$ cat config.mk
export PLATFORM = sky130hd
export DESIGN_NAME = lsu_sequencer
export DESIGN_NICKNAME = d
export VERILOG_FILES = /design/src/rtl/lsu_sequencer.sv
export SDC_FILE = /design/constraint.sdc
export NUM_CORES = 1
export LEC_CHECK = 0
export ABC_AREA = 1
export CORE_UTILIZATION = 25
export DETAILED_ROUTE_END_ITERATION = 10
export RECOVER_POWER = 100
export SLEW_MARGIN = 20
export SYNTH_ARGS = -nofsm -noshare
export SYNTH_HDL_FRONTEND = slang
export SYNTH_SLANG_ARGS = --single-unit
$ cat constraint.sdc
create_clock -name clk -period 28.7 [get_ports clk]
set_input_delay 5.74 -clock clk [delete_from_list [all_inputs] [get_ports clk]]
set_output_delay 5.74 -clock clk [all_outputs]
set_load 0.1 [all_outputs]
$ cat src/rtl/lsu_sequencer.sv
// Load/store sequencer between execute and the data memory port.
// Decodes the ROM/RAM region, walks vector lanes one at a time, and assembles load results.
module lsu_lane #(
  parameter int S = 32
) (
  input  logic         clk,
  input  logic         reset,
  input  logic         clr,
  input  logic         cap,
  input  logic [S-1:0] d,
  output logic [S-1:0] q
);
  always_ff @(posedge clk or posedge reset)
    if (reset)    q <= '0;
    else if (clr) q <= '0;
    else if (cap) q <= d;
endmodule

module lsu_sequencer #(
  parameter int S           = 32,
  parameter int V           = 192,
  parameter int ROM_BASE    = 1000,
  parameter int RAM_BASE    = 151000,
  parameter int REGION_SIZE = 150000,
  parameter int MEM_LAT     = 1
) (
  input  logic         clk,
  input  logic         reset,
  input  logic         req_valid,
  output logic         req_ready,
  input  logic         req_we,
  input  logic         req_vec,
  input  logic [S-1:0] req_addr,
  input  logic [V-1:0] req_wd,
  output logic         resp_valid,
  input  logic         resp_ready,
  output logic [V-1:0] resp_rd,
  output logic         resp_fault,
  output logic         mem_sel,
  output logic [S-1:0] mem_addr,
  output logic         mem_we,
  output logic [S-1:0] mem_wd,
  input  logic [S-1:0] mem_rd
);
  localparam int LANES = V / S;
  localparam int LW    = (LANES > 1) ? $clog2(LANES) : 1;
  localparam int CW    = (MEM_LAT > 1) ? $clog2(MEM_LAT) : 1;

  // Region bounds carry one extra bit so last-lane overflow lands outside every region.
  localparam logic [S:0] ROM_LO = (S+1)'(ROM_BASE);
  localparam logic [S:0] ROM_HI = (S+1)'(ROM_BASE + REGION_SIZE);
  localparam logic [S:0] RAM_LO = (S+1)'(RAM_BASE);
  localparam logic [S:0] RAM_HI = (S+1)'(RAM_BASE + REGION_SIZE);

  typedef enum logic [1:0] {IDLE, ACCESS, RESP} state_t;

  typedef struct packed {
    logic                    we;
    logic                    vec;
    logic [LANES-1:0][S-1:0] wd;
  } req_t;

  state_t                  state;
  req_t                    r;
  logic [LW-1:0]           lane, n_last;
  logic [CW-1:0]           cnt;
  logic [LANES-1:0][S-1:0] rd_buf;
  logic                    accept, sample, lane_done;

  logic [S:0]   first_x, last_x;
  logic         in_rom, in_ram, dec_fault;
  logic [S-1:0] dec_off;

  always_comb begin
    first_x   = {1'b0, req_addr};
    last_x    = first_x + (req_vec ? (S+1)'(LANES-1) : '0);
    in_rom    = (first_x >= ROM_LO) && (last_x < ROM_HI);
    in_ram    = (first_x >= RAM_LO) && (last_x < RAM_HI);
    // A straddling vector matches neither region; stores are legal only in RAM.
    dec_fault = !(in_rom || in_ram) || (req_we && !in_ram);
    dec_off   = in_ram ? req_addr - S'(RAM_BASE) : req_addr - S'(ROM_BASE);
  end

  assign req_ready = (state == IDLE) && !reset;
  assign accept    = (state == IDLE) && req_valid;
  assign lane_done = (cnt == CW'(MEM_LAT-1));
  assign sample    = (state == ACCESS) && !r.we && lane_done;
  assign n_last    = r.vec ? LW'(LANES-1) : '0;

  for (genvar i = 0; i < LANES; i++) begin : g_lane
    lsu_lane #(.S(S)) u_lane (
      .clk   (clk),
      .reset (reset),
      .clr   (accept),
      .cap   (sample && (lane == LW'(i))),
      .d     (mem_rd),
      .q     (rd_buf[i])
    );
  end

  assign resp_rd = rd_buf;

  always_ff @(posedge clk or posedge reset) begin
    if (reset) begin
      state      <= IDLE;
      r          <= '0;
      lane       <= '0;
      cnt        <= '0;
      resp_valid <= 1'b0;
      resp_fault <= 1'b0;
      mem_sel    <= 1'b0;
      mem_addr   <= '0;
      mem_we     <= 1'b0;
      mem_wd     <= '0;
    end else begin
      case (state)
        IDLE: if (req_valid) begin
          r.we       <= req_we;
          r.vec      <= req_vec;
          r.wd       <= req_wd;
          lane       <= '0;
          cnt        <= '0;
          resp_fault <= dec_fault;
          if (dec_fault) begin
            state <= RESP;
          end else begin
            // Lane 0 goes out on the accept edge so memory sees it the very next cycle.
            state    <= ACCESS;
            mem_sel  <= in_ram;
            mem_addr <= dec_off;
            mem_we   <= req_we;
            mem_wd   <= req_wd[S-1:0];
          end
        end
        ACCESS: begin
          if (lane_done) begin
            cnt <= '0;
            if (lane == n_last) begin
              state    <= RESP;
              mem_sel  <= 1'b0;
              mem_addr <= '0;
              mem_we   <= 1'b0;
              mem_wd   <= '0;
            end else begin
              lane     <= lane + 1'b1;
              mem_addr <= mem_addr + 1'b1;
              mem_we   <= r.we;
              mem_wd   <= r.wd[lane + 1'b1];
            end
          end else begin
            cnt    <= cnt + 1'b1;
            mem_we <= 1'b0;
          end
        end
        RESP: begin
          if (!resp_valid) begin
            resp_valid <= 1'b1;
          end else if (resp_ready) begin
            resp_valid <= 1'b0;
            state      <= IDLE;
          end
        end
        default: state <= IDLE;
      endcase
    end
  end
endmodule

Yosys cells after proc, flatten, opt, wreduce, memory -nomap -nowiden --
Cells that the tools add are included.
Cells by class: equal/unequal tests 15, shift-type cells 0, divide/modulo/power cells 0, multipliers 0, bitwise operators 1, multiplexer cells 53, add/sub/neg operators 6, reduce and logical (&&, ||, !) cells 35, magnitude comparators 5
Operator list (count):
- 32-bit 2-to-1 mux | 22
- 32-bit case mux with 2 select lines | 2
- 32-bit binary-select mux with 3-bit select | 1
- 32-bit by 3-bit adder with 33-bit output | 1
- 33-bit by 18-bit less-than comparator with 1-bit output (second input constant) | 1
- 33-bit by 19-bit less-than comparator with 1-bit output (second input constant) | 1
- 32-bit by 1-bit adder with 32-bit output (second input constant) | 1
- 32-bit by 10-bit greater-or-equal comparator with 1-bit output (second input constant) | 1
- 32-bit by 18-bit greater-or-equal comparator with 1-bit output (second input constant) | 1
- 32-bit by 10-bit subtractor with 32-bit output (second input constant) | 1
- 32-bit by 18-bit subtractor with 32-bit output (second input constant) | 1
- 3-bit 2-to-1 mux | 5
- 2-bit nonzero test | 7
- 1-bit logical AND | 13
- 1-bit 2-to-1 mux | 12
- 2-bit 2-to-1 mux | 6
- 2-bit inequality test (second input constant) | 6
- 5-bit AND reduction | 2
- 4-bit AND reduction | 2
- 3-bit by 2-bit equality test with 1-bit output (second input constant) | 2
- 3-bit equality test (second input constant) | 2
- 1-bit case mux with 2 select lines | 3
- 2-bit case mux with 3 select lines | 1
- 3-bit case mux with 2 select lines | 1
- 15 further kinds | 20
Word-level totals: RAM bits 0, bits of input ports 262, ROM bits 0, latch bits 0, memories kept 0, bits in registers 460, word-level logic and storage cells 138

Longest topological paths before layout --
Gate-level depths: netlist of the first run.
depth after elaboration 10, depth in mapped cells 23

By module --
From an unflattened synthesis of the first run, not the netlist that was laid out.
Unflattened totals: cells, all modules 3197, area, all modules 23887.9 um2
Modules (own cells, without submodules):
- lsu_sequencer | instances 1, cells each 2351, area an instance 15945.3 um2
- lsu_lane | instances 6, cells each 141, area an instance 1323.8 um2

Worst setup path before layout of the first run --
No wires, ideal clock.
kind input to output, start point in reset, end point out req_ready, path buffers 0, stages 1, slack 15.967 ns, required time 22.960 ns, data arrival time 6.993 ns, cell sequence nor2_1
On the way: cells in the longest elaborated chain, start to end 2
Ends and longest elaborated chain:
- start, declared | RTL line 28 | input logic reset,
- 1-bit zero test (no source line)
- 1-bit logical AND | RTL line 84 | assign req_ready = (state == IDLE) && !reset;
- end, declared | RTL line 30 | output logic req_ready,
No other way between the ends.

Worst setup path after layout of the first run --
start point in req_valid, end point reg r[192] (netlist bit)
On the way: cells in the longest elaborated chain, start to end 1
Ends and longest elaborated chain:
- start, declared | RTL line 29 | input logic req_valid,
- 2-bit AND reduction (no source line)
- end, declared | RTL line 64 | req_t r;
No other way between the ends. A chain may end at the register's enable or synchronous reset.

==> impl_metrics.prom, run 1 <==
# TYPE chip_impl_metric gauge
chip_impl_metric{name="synth_enable_flop_cells",unit=""} 0
chip_impl_metric{name="multiInputGateArea",unit="um2"} 10400
chip_impl_metric{name="timing.critical_path.fanout_max",unit=""} 225
chip_impl_metric{name="power.sequential.fraction",unit="%"} 28.1
chip_impl_metric{name="worst_slack_placed",unit="ns"} 15.42
chip_impl_metric{name="drive_gt1_share",unit="%"} 9.90
chip_impl_metric{name="drt_pre_antenna_iters",unit=""} 5
chip_impl_metric{name="postSynth.asyncResetShare",unit="%"} 100
chip_impl_metric{name="dp_hpwl",unit="um"} 61000
chip_impl_metric{name="ys_seq_elements",unit=""} 459
chip_impl_info{name="setup.worst_path.end_class",value="register"} 1
chip_impl_info{name="status",value="finished with violations"} 1
chip_impl_metric{name="internal_power",unit="uW"} 1840
chip_impl_metric{name="fmax",unit="GHz"} 0.0589
chip_impl_metric{name="slew_at_the_pin_closest_to_its_max_slew_limit",unit="ns"} 9.00
chip_impl_metric{name="htree_levels",unit=""} 2
chip_impl_info{name="r2r_start",value="state[0]"} 1
chip_impl_metric{name="die_w",unit="um"} 308
chip_impl_metric{name="post_cts_resize_count",unit=""} 0
chip_impl_metric{name="finalSetupViolCount",unit=""} 0
chip_impl_metric{name="vdd_drop_max",unit="mV"} 0.0790
chip_impl_metric{name="buffers_and_inverters_on_the_worst_path",unit=""} 4
chip_impl_metric{name="arrival",unit="ns"} 17.41
chip_impl_info{name="cp-start-kind",value="primary input"} 1
chip_impl_metric{name="share_comb_of_total_power",unit="%"} 51.8
chip_impl_metric{name="antenna_found_initial",unit=""} 12
chip_impl_metric{name="p_leak",unit="uW"} 0.0150
chip_impl_info{name="count_leader_synth",value="nand2_1"} 1
chip_impl_metric{name="post-cts-setup-buffer-count",unit=""} 0
chip_impl_info{name="worst_hold_path_type",value="reg2reg"} 1
chip_impl_metric{name="met2_use_gr",unit="%"} 29.7
chip_impl_info{name="critical-path-top-cell-by-count",value="clkbuf_1"} 1
chip_impl_metric{name="drt-wirelength-per-cell",unit="um"} 18.8
chip_impl_metric{name="gr-usage-met1",unit="%"} 23.5
chip_impl_metric{name="setup_ws",unit="ns"} 11.71
chip_impl_metric{name="placeableCoreArea",unit="um2"} 92100
chip_impl_metric{name="power_density",unit="nW/um2"} 119
chip_impl_metric{name="syn_inst",unit=""} 2862
chip_impl_metric{name="final_net_count",unit=""} 3582
chip_impl_info{name="cp_cell_sequence",value="dlygate4sd3_1 > inv_1 > nor2_4 > clkbuf_1 > clkbuf_1 > nand2_1 > o21ai_0"} 1
chip_impl_info{name="grt_setup_unrepaired",value="false"} 1
chip_impl_metric{name="area_delta_synth_final",unit="%"} 35.1
chip_impl_metric{name="postSynthNetCount",unit=""} 3133
chip_impl_metric{name="synth_top_cell_area_share",unit="%"} 49.2
chip_impl_metric{name="initial_utilization",unit="%"} 25.4
chip_impl_metric{name="drt_iter0_drc",unit=""} 1529
chip_impl_metric{name="cts.hold.buffers_added",unit=""} 0
chip_impl_metric{name="ant_nets",unit=""} 0
chip_impl_info{name="cp_top_family",value="buffers and inverters"} 1
chip_impl_metric{name="drt_drc_violations_left",unit=""} 0
chip_impl_info{name="critical-path-slowest-cell",value="clkbuf_1"} 1
chip_impl_metric{name="total_switching_power",unit="uW"} 1900
chip_impl_metric{name="number_of_global_route_vias_before_repair",unit=""} 20470
chip_impl_metric{name="finalCritPeriodShare",unit="%"} 59.2
chip_impl_metric{name="grt_first_pass_wirelength",unit="um"} 129000
chip_impl_metric{name="nFillCells",unit=""} 9575
chip_impl_metric{name="seqCellArea",unit="um2"} 11500
chip_impl_info{name="top_usage_layer",value="met2"} 1
chip_impl_metric{name="final.setup_skew",unit="ns"} 0.0160
chip_impl_metric{name="area_of_the_die",unit="um2"} 94600
chip_impl_metric{name="max-clock-path-buffers",unit=""} 3
chip_impl_metric{name="numClockSinks",unit=""} 459
chip_impl_info{name="yosysTopAreaCell",value="dfrtp_1"} 1
chip_impl_info{name="postSynth.topFlopCell",value="dfrtp_1"} 1
chip_impl_info{name="worst_hold_startpoint",value="r[167]"} 1
chip_impl_info{name="critPathLaunch",value="req_valid"} 1
chip_impl_metric{name="post-route-min-period",unit="ns"} 16.99
chip_impl_info{name="yosys-top-cells-count",value="955 x nand2_1, 459 x dfrtp_1, 267 x o21ai_0"} 1
chip_impl_metric{name="detailroute.via_count",unit=""} 20819
chip_impl_metric{name="timing.reg2reg.setup_slack",unit="ns"} 16.66
chip_impl_metric{name="die_height",unit="um"} 308
chip_impl_metric{name="yosys_warnings",unit=""} 0
chip_impl_info{name="post_synth_main_area_contributors",value="dfrtp_1 49%, nand2_1 15%, mux2_2 9.3%"} 1
chip_impl_metric{name="grt_start_max_net_pins",unit=""} 226
chip_impl_metric{name="global_route.overflow_total",unit=""} 0
chip_impl_metric{name="clockPowerShare",unit="%"} 20.1
chip_impl_metric{name="last_weighted_congestion_value_of_the_routability_driven_placer",unit=""} 0.907
chip_impl_metric{name="grtUsageMet3",unit="%"} 3.55
chip_impl_info{name="failed_checks",value="capacitance limit, slew limit"} 1
chip_impl_metric{name="slowest_delay",unit="ns"} 6.26
chip_impl_metric{name="insertion_delay_to_the_later_sink_of_the_worst_skew_pair",unit="ns"} 0.62
chip_impl_metric{name="p_sw_share",unit="%"} 50.8
chip_impl_metric{name="port_buffers",unit=""} 522
chip_impl_metric{name="final_slew_violations",unit=""} 1172
chip_impl_info{name="cts_tree",value="yes"} 1
chip_impl_metric{name="yosysUniqueCellTypes",unit=""} 43
chip_impl_metric{name="synth_area_per_cell",unit="um2"} 8.16
chip_impl_metric{name="post_drt_via_cell_ratio",unit=""} 4.53
chip_impl_info{name="clock_tree.root_cell",value="clkbuf_16"} 1
chip_impl_metric{name="hold_viol_final",unit=""} 0
chip_impl_metric{name="timing.setup.tns",unit="ns"} 0
chip_impl_metric{name="grt.total_usage",unit="%"} 17.9
chip_impl_metric{name="timing.max_slew.rel_slack",unit="%"} -500
chip_impl_metric{name="synthesized_cell_area",unit="um2"} 23300
chip_impl_metric{name="numCtsBuffers",unit=""} 55
chip_impl_metric{name="worst_setup_hold_path_clk_slew",unit="ns"} 0.06
chip_impl_metric{name="drv.max_cap_violation_count",unit=""} 18
chip_impl_metric{name="synth_sequential_area_ratio",unit="%"} 49.2
chip_impl_info{name="critPathKind",value="in2reg"} 1
chip_impl_metric{name="finalWirelength",unit="um"} 86300
chip_impl_metric{name="worst_ep_required_time",unit="ns"} 29.12
chip_impl_metric{name="pin_count",unit=""} 523
chip_impl_metric{name="placement_rows",unit=""} 111
final timing paths:
check                             endpoint  depth (start not counted)
worst max-delay path                r[192]                          7
worst min-delay path                r[167]                          2
worst max register to register      r[192]                          7
worst min register to register      r[167]                          2
max in group asynchronous            r[60]                          3
min in group asynchronous       mem_wd[11]                          2
cell type report:
cell class / instances / area share, %
Multi-Input combinational cell: 2029 / 33.0
Sequential cell: 459 / 36.4
Timing Repair Buffer: 543 / 16.8
Clock buffer: 72 / 4.98
Antenna cell: 4 / 0.0317
Inverter: 223 / 2.66
Clock inverter: 26 / 1.18
Tap cell: 1243 / 4.93
power groups by stage:
stage / combinational (uW) / clock, uW / sequential, uW
6_report: 1940 / 754 / 1050
4_1_cts: 1980 / 777 / 1060
3_3_place_gp: 1960 / 0 / 1060
2_1_floorplan: 420 / 0 / 2080
3_5_place_dp: 1980 / 0 / 1070
5_1_grt: 2020 / 800 / 1090
worst reg2reg max path, stage by stage, from the launching register on:
cell	delay, ns
dfrtp_1	0.43
nor2_1	0.16
inv_1	0.20
nor2_4	0.12
clkbuf_1	2.42
clkbuf_1	6.27
nand2_1	1.85
o21ai_0	0.41
layout by cell type, fill, tap and decap left out, types with 4 or more instances in the layout:
cell and instances:
clkbuf_1 23, a21oi_1 95, nand3_1 142, clkbuf_8 13, nor3_1 20, buf_4 9, clkdlybuf4s50_1 257, clkbuf_16 55
nand2_2 7, inv_2 6, bufinv_16 8, nor2_2 7, nor2_4 6, o21bai_1 5, nor4_1 5, diode_2 4
nand4_1 38, nor2_1 200, nand3b_1 4, xor2_1 50, nand2_1 953, dlygate4sd3_1 258, dfrtp_1 458, inv_1 214
ha_1 7, clkinv_2 9, o21ai_0 267, mux2_2 192
cell families after synthesis:
kind of cell / after synthesis / synth area share [%]
flops: 459 / 49.2
mux: 192 / 9.26
fa+ha+maj: 9 / 0.482
compound gates: 385 / 8.57
xor+xnor: 53 / 1.99
buf+inv: 374 / 6.36
simple gates: 1390 / 24.1
state kept, by name, indices dropped and copies added, names as in the netlist:
signal / cells
state: 2
lane: 3
mem_sel: 1
mem_wd: 32
mem_addr: 32
r: 194
g_lane.u_lane.q: 192
resp_valid: 1
resp_fault: 1
mem_we: 1
through the flow:
stage                     power (uW)  cells  area, um2  util (%)  hold WS [ns]
after floorplan                 2500   2862      23300         -         0.437
after global placement          3020   4497      29700      32.3         0.448
after detailed placement        3040   4497      29700      32.3         0.453
after CTS                       3810   4595      31600      34.4         0.468
after global routing            3910   4597      31500      34.2         0.482
final                           3750   4599      31500      34.2         0.464
metal layers:
| metal | wire length [um] | vias up | share of wire (%) |
|---|---|---|---|
| li1 | - | 10135 | - |
| met1 | 37900 | 10013 | 44 |
| met4 | 2260 | 18 | 2.6 |
| met5 | 123 | - | 0.14 |
| met3 | 4420 | 135 | 5.1 |
| met2 | 41600 | 518 | 48 |
No activity file was read; power rests on OpenSTA's default activity.
==> run 2, diff against run 1 <==
- clock period: 28.7 -> 16.6 ns (I/O delays scaled with it)
==> run 2 against run 1 <==
Effect of this change: the run still ends with capacitance limit, slew limit left; sequential power grew 73%; sequential share of layout area grew 0.084 points; clock-buffer cell count rose by 4; cell area down 0.23%; first-iteration DRC count is 5.6% higher; combinational power is 71% higher; flip-flop and latch count stayed put; routed wire length increased by 0.18%; critical endpoint is now r[12]; register-to-register slack lost 9.0 ns; total power rose by 70%; cell count about the same.
==> impl_metrics.prom, run 2 (synthesized netlist as in run 1, its figures left out) <==
# TYPE chip_impl_metric gauge
chip_impl_metric{name="fmax",unit="GHz"} 0.0874
chip_impl_metric{name="drv.max_cap_violation_count",unit=""} 14
chip_impl_info{name="critPathKind",value="in2reg"} 1
chip_impl_metric{name="last_weighted_congestion_value_of_the_routability_driven_placer",unit=""} 0.886
chip_impl_metric{name="drt_iter0_drc",unit=""} 1614
chip_impl_metric{name="post-route-util",unit="%"} 34.2
chip_impl_metric{name="timing.setup.tns",unit="ns"} 0
chip_impl_metric{name="grt_start_max_net_pins",unit=""} 166
chip_impl_metric{name="power_density",unit="nW/um2"} 202
chip_impl_metric{name="htree_levels",unit=""} 2
chip_impl_metric{name="worst_ep_required_time",unit="ns"} 17.08
chip_impl_metric{name="hold-worst-slack",unit="ns"} 0.465
chip_impl_metric{name="grt.total_usage",unit="%"} 17.9
chip_impl_metric{name="global_route.overflow_total",unit=""} 0
chip_impl_metric{name="slew_at_the_pin_closest_to_its_max_slew_limit",unit="ns"} 5.63
chip_impl_metric{name="grt_first_pass_wirelength",unit="um"} 128000
chip_impl_metric{name="timing.critical_path.fanout_max",unit=""} 74
chip_impl_metric{name="area_delta_synth_final",unit="%"} 34.8
chip_impl_metric{name="slowest_delay",unit="ns"} 3.44
chip_impl_metric{name="vdd_drop_max",unit="mV"} 0.126
chip_impl_metric{name="placeableCoreArea",unit="um2"} 92100
chip_impl_info{name="failed_checks",value="capacitance limit, slew limit"} 1
chip_impl_metric{name="max-clock-path-buffers",unit=""} 3
chip_impl_metric{name="hold_viol_final",unit=""} 0
chip_impl_metric{name="ant_nets",unit=""} 0
chip_impl_metric{name="dp_hpwl",unit="um"} 61600
chip_impl_metric{name="finalWirelength",unit="um"} 86500
chip_impl_metric{name="nFillCells",unit=""} 9598
chip_impl_metric{name="largest_reg_flops",unit=""} 194
chip_impl_metric{name="final_cell_area",unit="um2"} 31500
chip_impl_metric{name="final_net_count",unit=""} 3584
chip_impl_metric{name="insertion_delay_to_the_later_sink_of_the_worst_skew_pair",unit="ns"} 0.62
chip_impl_metric{name="number_of_global_route_vias_before_repair",unit=""} 20326
chip_impl_info{name="cp-start-kind",value="primary input"} 1
chip_impl_info{name="status",value="finished with violations"} 1
chip_impl_metric{name="drive_gt1_share",unit="%"} 10.1
chip_impl_metric{name="cts.hold.buffers_added",unit=""} 0
chip_impl_metric{name="p_leak",unit="uW"} 0.0149
chip_impl_metric{name="die_height",unit="um"} 308
chip_impl_info{name="worst_hold_path_type",value="reg2reg"} 1
chip_impl_metric{name="drt_pre_antenna_iters",unit=""} 6
chip_impl_metric{name="area_of_the_die",unit="um2"} 94600
chip_impl_metric{name="post_cts_resize_count",unit=""} 0
chip_impl_info{name="grt_setup_unrepaired",value="false"} 1
chip_impl_metric{name="finalSetupViolCount",unit=""} 0
chip_impl_metric{name="drt-wirelength-per-cell",unit="um"} 18.8
chip_impl_metric{name="detailroute.via_count",unit=""} 20954
chip_impl_info{name="max_flop_register",value="r"} 1
chip_impl_metric{name="drt_drc_violations_left",unit=""} 0
chip_impl_info{name="critical-path-slowest-cell",value="clkinvlp_2"} 1
chip_impl_metric{name="detailed_place.area",unit="um2"} 29700
chip_impl_metric{name="arrival",unit="ns"} 11.93
chip_impl_metric{name="die_w",unit="um"} 308
chip_impl_info{name="clock_tree.root_cell",value="clkbuf_16"} 1
chip_impl_metric{name="port_buffers",unit=""} 522
chip_impl_metric{name="final.setup_skew",unit="ns"} 0.0238
chip_impl_metric{name="worst_setup_hold_path_clk_slew",unit="ns"} 0.06
chip_impl_metric{name="antenna_found_initial",unit=""} 9
chip_impl_metric{name="timing.max_slew.rel_slack",unit="%"} -277
chip_impl_metric{name="numCtsBuffers",unit=""} 54
chip_impl_info{name="setup.worst_path.end_class",value="register"} 1
chip_impl_metric{name="post-route-min-period",unit="ns"} 11.45
chip_impl_metric{name="finalCritPeriodShare",unit="%"} 68.9
chip_impl_info{name="most-common-layout-cells",value="949 x nand2_1, 458 x dfrtp_1, 267 x o21ai_0"} 1
chip_impl_metric{name="initial_utilization",unit="%"} 25.4
chip_impl_metric{name="post-cts-setup-buffer-count",unit=""} 0
chip_impl_metric{name="placement_rows",unit=""} 111
chip_impl_metric{name="post_drt_via_cell_ratio",unit=""} 4.55
chip_impl_metric{name="numClockSinks",unit=""} 459
chip_impl_metric{name="pin_count",unit=""} 523
chip_impl_metric{name="final_slew_violations",unit=""} 879
chip_impl_info{name="reg.largest.list",value="r: 194 flops, g_lane.u_lane.q: 192 flops"} 1
chip_impl_info{name="final_common_cell",value="nand2_1"} 1
chip_impl_info{name="cp_cell_sequence",value="dlygate4sd3_1 > inv_1 > nor2_1 > clkinvlp_2 > clkbuf_1 > o21ai_0"} 1
chip_impl_info{name="cts_tree",value="yes"} 1
## run 2: changes by cell type in the layout (fill, tap and decap cells not counted), moves of 2 or more
cell           change
buf_4              +5
bufinv_16          -5
clkbuf_1           +3
dlygate4sd3_1      -2
inv_6              +2
nand2_1            -4
nand2_2            +2
nand2_4            +2
nor2_1             +2
## run 2: cell type report
type	instances	area (um2)	share of cell area (%)
sequential	459	11500	36.5
clock buffer	76	1590	5.04
inverter	223	840	2.67
timing repair buffer	546	5330	16.9
tap	1243	1560	4.94
antenna	4	10.0	0.0318
clock inverter	23	236	0.752
multi-input combinational	2029	10400	33.1
## run 2: path summary, 6_finish.rpt
check,from,end,slack (ns),cells after the start
setup / recovery,req_valid,r[12],5.15,6
hold / removal,r[118],r[118],0.46,2
setup reg to reg,state[0],r[12],7.69,6
hold reg to reg,r[118],r[118],0.46,2
max in group asynchronous,reset,mem_addr[5],6.48,3
min in group asynchronous,reset,r[75],4.96,2
## run 2: critical path: cells and delay by family
kind            cells  cell delay (ns)
buf+inv             4             5.80
simple gates        1             2.13
compound gates      1             0.61
## run 2: per-stage QoR
step / worst slack (ns) / std cells / total power (uW)
6_report: 5.15 / 4603 / 6360
2_1_floorplan: 0.483 / 2862 / 4320
5_1_grt: 4.20 / 4601 / 6640
3_5_place_dp: 8.16 / 4500 / 5250
3_3_place_gp: 8.15 / 4500 / 5210
4_1_cts: 8.15 / 4599 / 6500
## run 2: routing by layer
metal,up-vias,wire length (um),GRT usage [%]
met5,-,63,0
met4,10,2800,6.11
met3,140,4500,3.21
met2,562,41200,29.5
met1,10115,37900,23.5
li1,10127,-,-
## run 2: power by group
group / internal, uW / leakage [uW] / switching [uW]
combinational: 765 / 0.00830 / 2550
sequential: 1590 / 0.00573 / 227
clock: 715 / 0.000903 / 506
